===== src/rtl/rv32i_pkg.sv =====
`default_nettype none
// +--------------------------------------------------------------------+
// | rv32i_pkg : shared RV32 constants for the M-extension sequencer    |
// | Rev 1.0                                                            |
// +--------------------------------------------------------------------+
package rv32i_pkg;

  localparam int XLEN  = 32;
  localparam int CNT_W = 6;

  localparam logic [6:0] OPC_R_TYPE = 7'b0110011;

  localparam logic [2:0] F3_MUL    = 3'b000;
  localparam logic [2:0] F3_MULH   = 3'b001;
  localparam logic [2:0] F3_MULHSU = 3'b010;
  localparam logic [2:0] F3_MULHU  = 3'b011;
  localparam logic [2:0] F3_DIV    = 3'b100;
  localparam logic [2:0] F3_DIVU   = 3'b101;
  localparam logic [2:0] F3_REM    = 3'b110;
  localparam logic [2:0] F3_REMU   = 3'b111;

  localparam logic [2:0] S_IDLE = 3'd0;
  localparam logic [2:0] S_PREP = 3'd1;
  localparam logic [2:0] S_CALC = 3'd2;
  localparam logic [2:0] S_FIX  = 3'd3;
  localparam logic [2:0] S_DONE = 3'd4;

endpackage
`default_nettype wire


===== src/rtl/muldiv_iter_core.sv =====
`default_nettype none
// +--------------------------------------------------------------------+
// | muldiv_iter_core : shift-add multiply / restoring divide datapath  |
// | Rev 1.0                                                            |
// +--------------------------------------------------------------------+
module muldiv_iter_core
  import rv32i_pkg::*;
(
  input  logic            clk_i,
  input  logic            rst_ni,
  input  logic            load_i,
  input  logic            special_i,
  input  logic            prep_i,
  input  logic            step_i,
  input  logic            fix_i,
  input  logic [2:0]      funct3_i,
  input  logic [XLEN-1:0] rs1_i,
  input  logic [XLEN-1:0] rs2_i,
  output logic [XLEN-1:0] result_o
);

  logic [2:0]      op_q, op_d;
  logic [XLEN-1:0] a_q, a_d;
  logic [XLEN-1:0] b_q, b_d;
  logic [XLEN-1:0] m_q, m_d;
  logic [XLEN-1:0] hi_q, hi_d;
  logic [XLEN-1:0] lo_q, lo_d;
  logic            neg_q, neg_d;
  logic            rneg_q, rneg_d;
  logic [XLEN-1:0] res_q, res_d;

  logic            w_is_div, w_a_signed, w_b_signed, w_a_neg, w_b_neg;
  logic [XLEN-1:0] w_a_mag, w_b_mag;
  logic [XLEN:0]   w_add;
  logic [XLEN:0]   w_shift;
  logic            w_ge;
  logic [XLEN-1:0] w_diff;
  logic [2*XLEN-1:0] w_prod, w_prod_fix;
  logic [XLEN-1:0] w_quo_fix, w_rem_fix, w_spec_res;

  assign w_is_div   = op_q[2];
  assign w_a_signed = (op_q == F3_MULH) || (op_q == F3_MULHSU) ||
                      (op_q == F3_DIV)  || (op_q == F3_REM);
  assign w_b_signed = (op_q == F3_MULH) || (op_q == F3_DIV) || (op_q == F3_REM);
  assign w_a_neg    = w_a_signed & a_q[XLEN-1];
  assign w_b_neg    = w_b_signed & b_q[XLEN-1];
  assign w_a_mag    = w_a_neg ? -a_q : a_q;
  assign w_b_mag    = w_b_neg ? -b_q : b_q;

  assign w_add   = {1'b0, hi_q} + (lo_q[0] ? {1'b0, m_q} : {(XLEN+1){1'b0}});
  assign w_shift = {hi_q, lo_q[XLEN-1]};
  assign w_ge    = (w_shift >= {1'b0, m_q});
  // Partial remainder stays below the divisor, so the difference fits XLEN bits.
  assign w_diff  = w_shift[XLEN-1:0] - m_q;

  assign w_prod     = {hi_q, lo_q};
  assign w_prod_fix = neg_q  ? -w_prod : w_prod;
  assign w_quo_fix  = neg_q  ? -lo_q   : lo_q;
  assign w_rem_fix  = rneg_q ? -hi_q   : hi_q;

  // Divide by zero or signed overflow, resolved straight from the operands.
  assign w_spec_res = (rs2_i == '0) ? (funct3_i[1] ? rs1_i : '1)
                                    : (funct3_i[1] ? '0    : rs1_i);

  always_comb begin
    op_d   = op_q;
    a_d    = a_q;
    b_d    = b_q;
    m_d    = m_q;
    hi_d   = hi_q;
    lo_d   = lo_q;
    neg_d  = neg_q;
    rneg_d = rneg_q;
    res_d  = res_q;
    if (load_i) begin
      op_d = funct3_i;
      a_d  = rs1_i;
      b_d  = rs2_i;
      if (special_i) res_d = w_spec_res;
    end
    if (prep_i) begin
      hi_d   = '0;
      neg_d  = w_a_neg ^ w_b_neg;
      rneg_d = w_a_neg;
      if (w_is_div) begin
        m_d  = w_b_mag;
        lo_d = w_a_mag;
      end else begin
        m_d  = w_a_mag;
        lo_d = w_b_mag;
      end
    end
    if (step_i) begin
      if (w_is_div) begin
        hi_d = w_ge ? w_diff : w_shift[XLEN-1:0];
        lo_d = {lo_q[XLEN-2:0], w_ge};
      end else begin
        hi_d = w_add[XLEN:1];
        lo_d = {w_add[0], lo_q[XLEN-1:1]};
      end
    end
    if (fix_i) begin
      if (w_is_div)
        res_d = op_q[1] ? w_rem_fix : w_quo_fix;
      else if (op_q == F3_MUL)
        res_d = w_prod_fix[XLEN-1:0];
      else
        res_d = w_prod_fix[2*XLEN-1:XLEN];
    end
  end

  always_ff @(posedge clk_i or negedge rst_ni) begin
    if (!rst_ni) begin
      op_q   <= '0;
      a_q    <= '0;
      b_q    <= '0;
      m_q    <= '0;
      hi_q   <= '0;
      lo_q   <= '0;
      neg_q  <= 1'b0;
      rneg_q <= 1'b0;
      res_q  <= '0;
    end else begin
      op_q   <= op_d;
      a_q    <= a_d;
      b_q    <= b_d;
      m_q    <= m_d;
      hi_q   <= hi_d;
      lo_q   <= lo_d;
      neg_q  <= neg_d;
      rneg_q <= rneg_d;
      res_q  <= res_d;
    end
  end

  assign result_o = res_q;

endmodule
`default_nettype wire


===== src/rtl/muldiv_sequencer.sv =====
`default_nettype none
// +--------------------------------------------------------------------+
// | muldiv_sequencer : RV32M multi-cycle controller with pipeline stall|
// | Rev 1.0                                                            |
// +--------------------------------------------------------------------+
module muldiv_sequencer
  import rv32i_pkg::*;
(
  input  logic            CLK,
  input  logic            rst_n,
  input  logic            start,
  input  logic [6:0]      opcode,
  input  logic [2:0]      Funct3,
  input  logic            Funct7_0,
  input  logic [XLEN-1:0] rs1,
  input  logic [XLEN-1:0] rs2,
  input  logic            flush,
  output logic            stall,
  output logic            busy,
  output logic [XLEN-1:0] result,
  output logic            result_valid
);

  logic [2:0]       state_q, state_d;
  logic [CNT_W-1:0] cnt_q, cnt_d;
  logic             w_accept, w_special;
  logic             w_load, w_spec_load, w_prep, w_step, w_fix;

  assign w_accept  = (state_q == S_IDLE) && start && (opcode == OPC_R_TYPE) &&
                     Funct7_0 && !flush;
  assign w_special = Funct3[2] &&
                     ((rs2 == '0) ||
                      (!Funct3[0] && (rs1 == {1'b1, {(XLEN-1){1'b0}}}) && (rs2 == '1)));

  always_ff @(posedge CLK or negedge rst_n) begin
    if (!rst_n) begin
      state_q <= S_IDLE;
      cnt_q   <= '0;
    end else begin
      state_q <= state_d;
      cnt_q   <= cnt_d;
    end
  end

  always_comb begin
    state_d = state_q;
    cnt_d   = cnt_q;
    case (state_q)
      S_IDLE: if (w_accept) state_d = w_special ? S_DONE : S_PREP;
      S_PREP: begin
        state_d = S_CALC;
        cnt_d   = CNT_W'(XLEN-1);
      end
      S_CALC: begin
        if (cnt_q == '0) state_d = S_FIX;
        else             cnt_d   = cnt_q - 1'b1;
      end
      S_FIX:   state_d = S_DONE;
      S_DONE:  state_d = S_IDLE;
      default: state_d = S_IDLE;
    endcase
    if (flush) state_d = S_IDLE;
  end

  // Datapath strobes are masked by flush so an aborted op never touches result.
  always_comb begin
    busy         = (state_q != S_IDLE);
    stall        = ((state_q == S_IDLE) && w_accept) || (state_q == S_PREP) ||
                   (state_q == S_CALC) || (state_q == S_FIX);
    result_valid = (state_q == S_DONE);
    w_load       = w_accept;
    w_spec_load  = w_accept && w_special;
    w_prep       = (state_q == S_PREP) && !flush;
    w_step       = (state_q == S_CALC) && !flush;
    w_fix        = (state_q == S_FIX)  && !flush;
  end

  muldiv_iter_core u_core (
    .clk_i     (CLK),
    .rst_ni    (rst_n),
    .load_i    (w_load),
    .special_i (w_spec_load),
    .prep_i    (w_prep),
    .step_i    (w_step),
    .fix_i     (w_fix),
    .funct3_i  (Funct3),
    .rs1_i     (rs1),
    .rs2_i     (rs2),
    .result_o  (result)
  );

endmodule
`default_nettype wire


===== config.mk =====
export PLATFORM = sky130hd
export DESIGN_NAME = muldiv_sequencer
export DESIGN_NICKNAME = d
export VERILOG_FILES = /design/src/rtl/rv32i_pkg.sv /design/src/rtl/muldiv_iter_core.sv /design/src/rtl/muldiv_sequencer.sv
export SDC_FILE = /design/constraint.sdc
export NUM_CORES = 1
export LEC_CHECK = 0
export BUFFER_PORTS_ARGS = -buffer_cell sky130_fd_sc_hd__buf_2
export CAP_MARGIN = 10
export CORE_AREA = 2 2 213 215
export CTS_CLUSTER_DIAMETER = 30
export DETAILED_ROUTE_END_ITERATION = 6
export DIE_AREA = 0 0 215 217
export GPL_TIMING_DRIVEN = 0
export HOLD_SLACK_MARGIN = 0.02
export PLACE_DENSITY_LB_ADDON = 0.25
export SKIP_LAST_GASP = 1
export SLEW_MARGIN = 10
export SYNTH_ARGS = -nofsm -noshare
export SYNTH_HDL_FRONTEND = slang
export SYNTH_HIERARCHICAL = 1
export SYNTH_SLANG_ARGS = --single-unit

===== constraint.sdc =====
create_clock -name CLK -period 9.2 [get_ports CLK]
set_clock_uncertainty 0.2 [all_clocks]
set_input_delay 1.84 -clock CLK [delete_from_list [all_inputs] [get_ports CLK]]
set_output_delay 1.84 -clock CLK [all_outputs]
set_load 0.05 [all_outputs]

# --- After elaboration in Yosys (flattened, before gate mapping) ---
# Cells that the tools add are included.
classes:
  n_mux: 31
  n_lt_le_gt_ge: 1
  n_addsub: 8
  n_reduce_logical: 35
  bitwise_logic: 3
  n_eq_ne: 14
op_table:
  columns: ["op", "n"]
  rows:
  - ["$mux W32", 23]
  - ["$neg A32 Y32", 4]
  - ["$eq A32 B32 Y1 const B", 2]
  - ["$mux W64", 1]
  - ["$neg A64 Y64", 1]
  - ["$add A32 B33 Y33", 1]
  - ["$ge A33 B32 Y1", 1]
  - ["$logic_not A32 Y1", 1]
  - ["$sub A32 B32 Y32", 1]
  - ["$logic_and A1 B1 Y1", 12]
  - ["$mux W3", 4]
  - ["$pmux W3 S4", 1]
  - ["$pmux W6 S2", 1]
  - ["$eq A3 B2 Y1 const B", 3]
  - ["$eq A3 B3 Y1 const B", 3]
  - ["$logic_or A1 B1 Y1", 9]
  - ["$reduce_bool A2 Y1", 4]
  - ["$eq A7 B6 Y1 const B", 1]
  - ["$eq A3 B1 Y1 const B", 2]
  - ["$logic_not A3 Y1", 2]
  - ["$logic_not A6 Y1", 1]
  - ["$mux W6", 1]
  - ["$ne A3 B3 Y1 const B", 2]
  - ["$reduce_and A2 Y1", 3]
  - ["6 further kinds", 8]
word_totals:
  inputBits: 79
  elab_cells: 103
  reg_bits: 206
  output_inout_bits: 35

# --- Longest topological paths before layout ---
# Gate-level depths: netlist (run 1).
logic_depth:
  ltp_word: 9
  mapped_depth: 13
  ltp_nobuf: 13

# --- Modules after synthesis ---
# The synthesis (run 1) kept the hierarchy.
by_module_without_submodules:
  columns: ["module", "area_each_um2", "seq_area_each_um2", "instances", "cells_per_inst"]
  rows:
  - ["muldiv_iter_core", 17085.1, 4929.7, 1, 2117]
  - ["muldiv_sequencer", 937.1, 225.2, 1, 124]

# --- Worst setup path before layout (run 1) ---
# OpenSTA, ideal clock, no wires.
synth_timing:
  path_type: "input port to output port"
  start: "input port opcode[2]"
  end: "output port stall"
  required_time_ps: 7160
  path_slack_ps: 3734
  arrival_ps: 3426
  cell_stages: 5
  n_path_buf: 0
  path_cell_list: "nor4bb_1 nand3_1 nor4_4 nand2b_1 a21oi_1"
synth_between:
  elab_chain_len: 8
synth_rtl:
  columns: ["item", "line_no", "source"]
  rows:
  - ["start, declared", "muldiv_sequencer.sv:12", "input logic [6:0] opcode,"]
  - ["$eq A7 B6 Y1", "muldiv_sequencer.sv:29", "assign w_accept = (state_q == S_IDLE) && start && (opcode == OPC_R_TYPE) &&"]
  - ["$logic_and A1 B1 Y1 (2 in series)", "muldiv_sequencer.sv:29", null]
  - ["$logic_and A1 B1 Y1", "muldiv_sequencer.sv:30", "Funct7_0 && !flush;"]
  - ["$logic_and A1 B1 Y1", "muldiv_sequencer.sv:68", "stall = ((state_q == S_IDLE) && w_accept) || (state_q == S_PREP) ||"]
  - ["$logic_or A1 B1 Y1 (2 in series)", "muldiv_sequencer.sv:68", null]
  - ["$logic_or A1 B1 Y1", "muldiv_sequencer.sv:69", "(state_q == S_CALC) || (state_q == S_FIX);"]
  - ["end, declared", "muldiv_sequencer.sv:18", "output logic stall,"]
# Every way passes these cells.

# --- Worst setup path in the final report (run 1) ---
# Ends and elaborated chain as after synthesis.

==> results of run 1 <==
[routing by layer]
metal	GRT usage (%)	vias up	wire length (um)
met5	0	-	0
met4	14.7	0	3570
met3	6.07	185	6450
met2	51.8	954	34500
met1	41.7	9189	31900
li1	-	8588	-
[sequential cells by signal (all words and copies together) (netlist names)]
name	count
u_core/a_q	32
u_core/b_q	32
u_core/hi_q	32
u_core/lo_q	32
u_core/m_q	32
u_core/result_o	32
cnt_q	6
state_q	3
u_core/op_q	3
u_core/neg_q	1
u_core/rneg_q	1
[final cells by class]
class | instances | area, um2 | area share, %
Sequential cell | 206 | 5150 | 23.9
Tap cell | 600 | 751 | 3.49
Timing Repair Buffer | 114 | 626 | 2.91
Multi-Input combinational cell | 1811 | 12000 | 55.8
Inverter | 75 | 282 | 1.31
Clock buffer | 73 | 1630 | 7.58
Buffer | 149 | 564 | 2.62
Clock inverter | 42 | 499 | 2.32
[cells in the mapped netlist, types with 21 or more instances]
master | n | share of area (%)
a211oi_1 | 83 | 3.5
a21o_1 | 24 | 1.0
a21oi_1 | 172 | 4.8
a22oi_1 | 21 | 0.87
a31oi_1 | 25 | 0.87
clkbuf_1 | 131 | 2.7
dfrtp_1 | 206 | 29
ha_1 | 70 | 4.9
inv_1 | 74 | 1.5
mux2_2 | 71 | 4.4
mux2i_1 | 70 | 3.9
nand2_1 | 227 | 4.7
nand2b_1 | 21 | 0.73
nand3_1 | 31 | 0.86
nand4_1 | 37 | 1.3
nor2_1 | 180 | 3.7
nor3_1 | 39 | 1.1
nor4_1 | 42 | 1.5
o211ai_1 | 31 | 1.3
o21ai_0 | 192 | 5.3
o31ai_1 | 23 | 0.96
or3_1 | 27 | 0.94
xnor2_1 | 97 | 4.7
xor2_1 | 103 | 5.0
[stage by stage]
stage	utilization, %	total power, mW
3_3_place_gp	43.3	1.91
3_5_place_dp	43.4	1.92
2_1_floorplan	-	1.62
4_1_cts	48.2	4.08
5_1_grt	48.2	4.23
6_report	48.2	4.09
[cell families (layout without fill, tap and decap cells)]
logic type                 after synthesis  count (layout)  share of synthesized area (%)
AOI/OAI and AO/OA                      688             688                           24.2
xor gates and xnor gates               200             200                           9.72
and+or+nand+nor                        707             707                           19.2
adders and majority gates               75              75                           5.25
DFF                                    206             206                           28.6
muxes                                  141             141                           8.32
buffers and inverters                  224             453                           4.69
[final timing paths]
kind | start | cells past startpoint | slack [ps] | to
min in group asynchronous | rst_n | 1 | 930 | u_core/b_q[9]
min | cnt_q[0] | 1 | 310 | cnt_q[0]
min reg2reg | cnt_q[0] | 1 | 310 | cnt_q[0]
max in group asynchronous | rst_n | 2 | 7010 | u_core/hi_q[30]
max | opcode[2] | 7 | 3920 | stall
max reg2reg | u_core/lo_q[0] | 13 | 4650 | u_core/hi_q[28]
[power by group through the flow]
stage          Combinational (mW)  Clock, mW  Sequential [mW]
3_3_place_gp                0.850          0             1.06
2_1_floorplan               0.566          0             1.05
5_1_grt                     0.951       2.21             1.06
3_5_place_dp                0.858          0             1.07
4_1_cts                     0.865       2.16             1.05
6_report                    0.888       2.14             1.06
[worst max-delay path, delay by kind of cell]
kind                   cells  cell delay, ps
AOI/OAI and AO/OA          1             160
and+or+nand+nor            4             870
buffers and inverters      2             360
==> flow_summary.yaml, run 1 <==
setup_path:
  cp_max_fo: 4
  cp.required_ps: 7160
  worstSetupEndpointType: "output port"
  cpMaxStageDelayCell: "nor4_4"
  crit_chain: "buf_2 > nor4bb_1 > nand3_1 > nor4_4 > nand2b_1 > a21oi_1 > buf_2"
  worst_ep_arrival_time_ps: 3240
  critical_path_class: "in -> out"
  slowest_delay_ps: 310
  cp-start-kind: "input port"
  crit_path_frequent_cell: "buf_2"
floorplan:
  die_area_mm2: 0.0467
  fp-row-count: 78
  core_area_mm2: 0.0447
  io_pins: 114
  die_width_um: 215
  initial_core_util_pct: 40.3
  die_y_um: 217
synth:
  yosys_warnings: 6
  postSynthAreaPerCell_um2: 8.04
  synth_flop_cell: "dfrtp_1"
  synth-seq-area-share_pct: 28.6
  syn-num-nets: 2392
  async_flop_share_pct: 100
  synthDistinctLibCells: 88
  netlist_area_mm2: 0.0180
  ys_ff_latch: 206
  netlist_instances: 2241
  synth_edf_count: 0
timing:
  finalHoldViolCount: 0
  timing.final.crit_share_pct: 57.4
  clock.fmax_mhz: 189
  fin_ws_ps: 3920
  report.final.slew_viol_count: 0
  setup_violations: 0
  finalSetupTns_ps: 0
  rsz0062_at_grt: "no"
  slew_headroom_pct: 28.1
  tightest_slew_ps: 1070
  layout_min_cycle_time_ps: 5280
  holdWs_ps: 305
layout:
  antennaDiodeCount: 0
  nNetsFinal: 2569
  layout_commonest_cell: "nand2_1"
  layout-drive-gt1-share_pct: 13.3
  area_growth_pct: 19.5
  most-common-layout-cells: "nand2_1, dfrtp_1, o21ai_0"
  final_area_mm2: 0.0215
  stdcell_count: 3070
  fill_cells: 4426
clock_tree:
  cts_setup_buffers: 0
  htreeDepth: 2
  cts_buffers: 61
  cts_buffer_depth: 3
  cts_sinks: 206
  cts_resized: 0
  cts_hold_buf: 0
  clk_latency_ps: 640
  clkTransAtPathRegs_ps: 40
  root_buffer: "clkbuf_16"
  cts_tree: "built"
detailed_routing:
  vias: 18916
  drt_first_iter_violations: 2071
  routed_via_density: 6.16
  drt_pass1_iterations: 7
  ant_nets: 0
  wl_um: 76400
  drc: 0
  avgRoutedWirePerCell_um: 24.9
pwr:
  power_switching_mw: 1.34
  p_int_mw: 2.74
  p_clk_share_pct: 52.4
  worst_ir_drop_vdd_uv: 164
  pwr-share-comb_pct: 21.7
  total_leakage_power_nw: 9.42
  switching_share_pct: 32.8
  powerDensity_mw_per_mm2: 190
  power_frac_seq_pct: 25.9
grt:
  grt_first_pass_wirelength_um: 114000
  antenna_found_initial: 0
  overflow: 0
  grt_use_total_pct: 32.1
  grt_pass1_vias: 18081
  grt_max_degree: 88
run_status:
  outcome: "finished clean"
placed_design:
  gp_congestion: 1.02
  pre_cts_ws_ps: 3840
  portBuffers: 112
  dpl-instance-area_mm2: 0.0194
  dp_cells: 2955
  hpwl_um: 60800
job:
  maxCapViolCount: 0
worst_hold_path:
  hp-class: "reg -> reg"
(Power assumes the default switching activity.)
==> run 2: changes to the inputs <==
Clock period 9.2 ns to 4.35 ns, I/O delays scaled along.
==> run 2 against run 1 <==
Against the previous run:
- setup slack worse by 3800 ps
- wire length hardly changed
- critical path type is now reg -> reg
- flip-flop and latch count stayed put
- clock power is 110% higher
- first-iteration DRC count is 4.0% lower
- final cell count hardly changed
- sequential share of layout area hardly changed
- largest power group unchanged
- utilization is 0.095 points higher
- design area is 0.20% higher
- critical endpoint is now u_core/hi_q[31]
- critical path depth is 6 higher
- combinational power is 110% higher
==> flow_summary.yaml, run 2 (synthesis results as in run 1) <==
run_status:
  outcome: "finished clean"
placed_design:
  hpwl_um: 60800
  gp_congestion: 1.02
  portBuffers: 112
  pre_cts_ws_ps: -36.3
clock_tree:
  root_buffer: "clkbuf_16"
  htreeDepth: 2
  clk_latency_ps: 640
  cts_buffer_depth: 3
  cts_setup_buffers: 0
  cts_sinks: 206
  cts_buffers: 61
  cts_tree: "built"
  clkTransAtPathRegs_ps: 40
pwr:
  p_int_mw: 5.81
  p_clk_share_pct: 52.3
  worst_ir_drop_vdd_uv: 346
  pwr-share-comb_pct: 21.8
  power_switching_mw: 2.83
  power_frac_seq_pct: 25.9
  switching_share_pct: 32.8
  total_leakage_power_nw: 9.44
  powerDensity_mw_per_mm2: 400
detailed_routing:
  avgRoutedWirePerCell_um: 24.8
  drc: 0
  vias: 18956
  wl_um: 76300
  ant_nets: 0
  drt_first_iter_violations: 1989
  drt_pass1_iterations: 6
  routed_via_density: 6.17
timing:
  clock.fmax_mhz: 237
  finalHoldViolCount: 0
  holdWs_ps: 270
  fin_ws_ps: 139
  report.final.slew_viol_count: 0
  tightest_slew_ps: 1100
  setup_violations: 0
  layout_min_cycle_time_ps: 4210
  timing.final.crit_share_pct: 96.8
  slew_headroom_pct: 26.1
layout:
  most-common-layout-cells: "nand2_1, dfrtp_1, o21ai_0"
  area_growth_pct: 19.7
  layout_commonest_cell: "nand2_1"
  antennaDiodeCount: 0
  nNetsFinal: 2570
  layout-drive-gt1-share_pct: 13.5
grt:
  antenna_found_initial: 0
  grt_max_degree: 88
  grt_use_total_pct: 32.1
  overflow: 0
  grt_pass1_vias: 18086
  grt_first_pass_wirelength_um: 114000
floorplan:
  fp-row-count: 78
  core_area_mm2: 0.0447
  io_pins: 114
  die_width_um: 215
  initial_core_util_pct: 40.3
  die_y_um: 217
  die_area_mm2: 0.0467
setup_path:
  cp.required_ps: 4620
  cp_max_fo: 10
  cp-start-kind: "register"
  slowest_delay_ps: 530
  worst_ep_arrival_time_ps: 4480
  cpMaxStageDelayCell: "a31oi_1"
  critical_path_class: "reg -> reg"
  crit_chain: "inv_1 > clkbuf_2 > nor2_1 > ha_1 > o211ai_1 > a21oi_1 > nor4_1 > o21ai_0 > a31oi_1 > o22ai_2 > a21bo_2 > a311o_1 > o211a_1"
  worstSetupEndpointType: "register"
worst_hold_path:
  hp-class: "in -> reg"
job:
  maxCapViolCount: 0
run 2: cell count changes in the layout (fill, tap and decap cells not counted), sizes merged:
cell / before / now
buf: 131 / 130
clkbuf: 205 / 206
dlygate4sd3: 0 / 1
run 2: cell type report:
class / instances / area, um2
Buffer: 149 / 569
Clock buffer: 73 / 1630
Clock inverter: 42 / 499
Fill cell: 4422 / 23100
Inverter: 75 / 282
Multi-Input combinational cell: 1811 / 12000
Sequential cell: 206 / 5150
Tap cell: 600 / 751
Timing Repair Buffer: 115 / 636
run 2: power groups by stage:
stage	clock [mW]	combinational (mW)	sequential, mW
after floorplan	0	1.20	2.22
after global placement	0	1.80	2.25
after detailed placement	0	1.81	2.25
after CTS	4.57	1.83	2.23
after global routing	4.68	2.02	2.25
final	4.52	1.88	2.24
run 2: worst max-delay path: cells and delay by family (launching register included):
| family | cells | cell delay [ps] |
|---|---|---|
| AOI/OAI and AO/OA | 8 | 2080 |
| and+or+nand+nor | 2 | 380 |
| buffers and inverters | 2 | 620 |
| DFF | 1 | 450 |
| adders and majority gates | 1 | 320 |
run 2: metal layers:
metal / vias up / GRT usage, % / share of wire, %
li1: 8587 / - / -
met1: 9283 / 41.7 / 42
met2: 898 / 51.7 / 45
met3: 188 / 6.08 / 8.4
met4: 0 / 14.9 / 4.9
met5: - / 0 / 0
run 2: path summary, 6_finish.rpt:
path / slack [ps] / endpoint / start / depth (start not counted)
max reg2reg: 140 / u_core/hi_q[31] / u_core/lo_q[0] / 13
max: 140 / u_core/hi_q[31] / u_core/lo_q[0] / 13
max in group asynchronous: 2530 / u_core/hi_q[30] / rst_n / 3
min in group asynchronous: 550 / u_core/b_q[9] / rst_n / 2
min: 270 / state_q[2] / flush / 2
min reg2reg: 310 / cnt_q[0] / cnt_q[0] / 1
run 2: stage by stage:
stage	instance area, um2	TNS, ps	instances	power [mW]	utilization (%)
finish	21600	0	3071	8.64	48.3
global route	21600	-14.1	3071	8.95	48.3
CTS	21500	0	3071	8.62	48.2
detailed placement	19400	-99.3	2955	4.07	43.4
global placement	19300	-308100	2953	4.05	43.3
floorplan	18000	0	2241	3.42	-
run 2: repair_timing:
item / 4_1_cts / 5_1_grt
setup endpoints to repair: 2 / 29
gates resized for setup: 1 / 8
pin swaps: 1 / 3
hold endpoints to repair: 56 / 0
hold buffers: 1 / 0
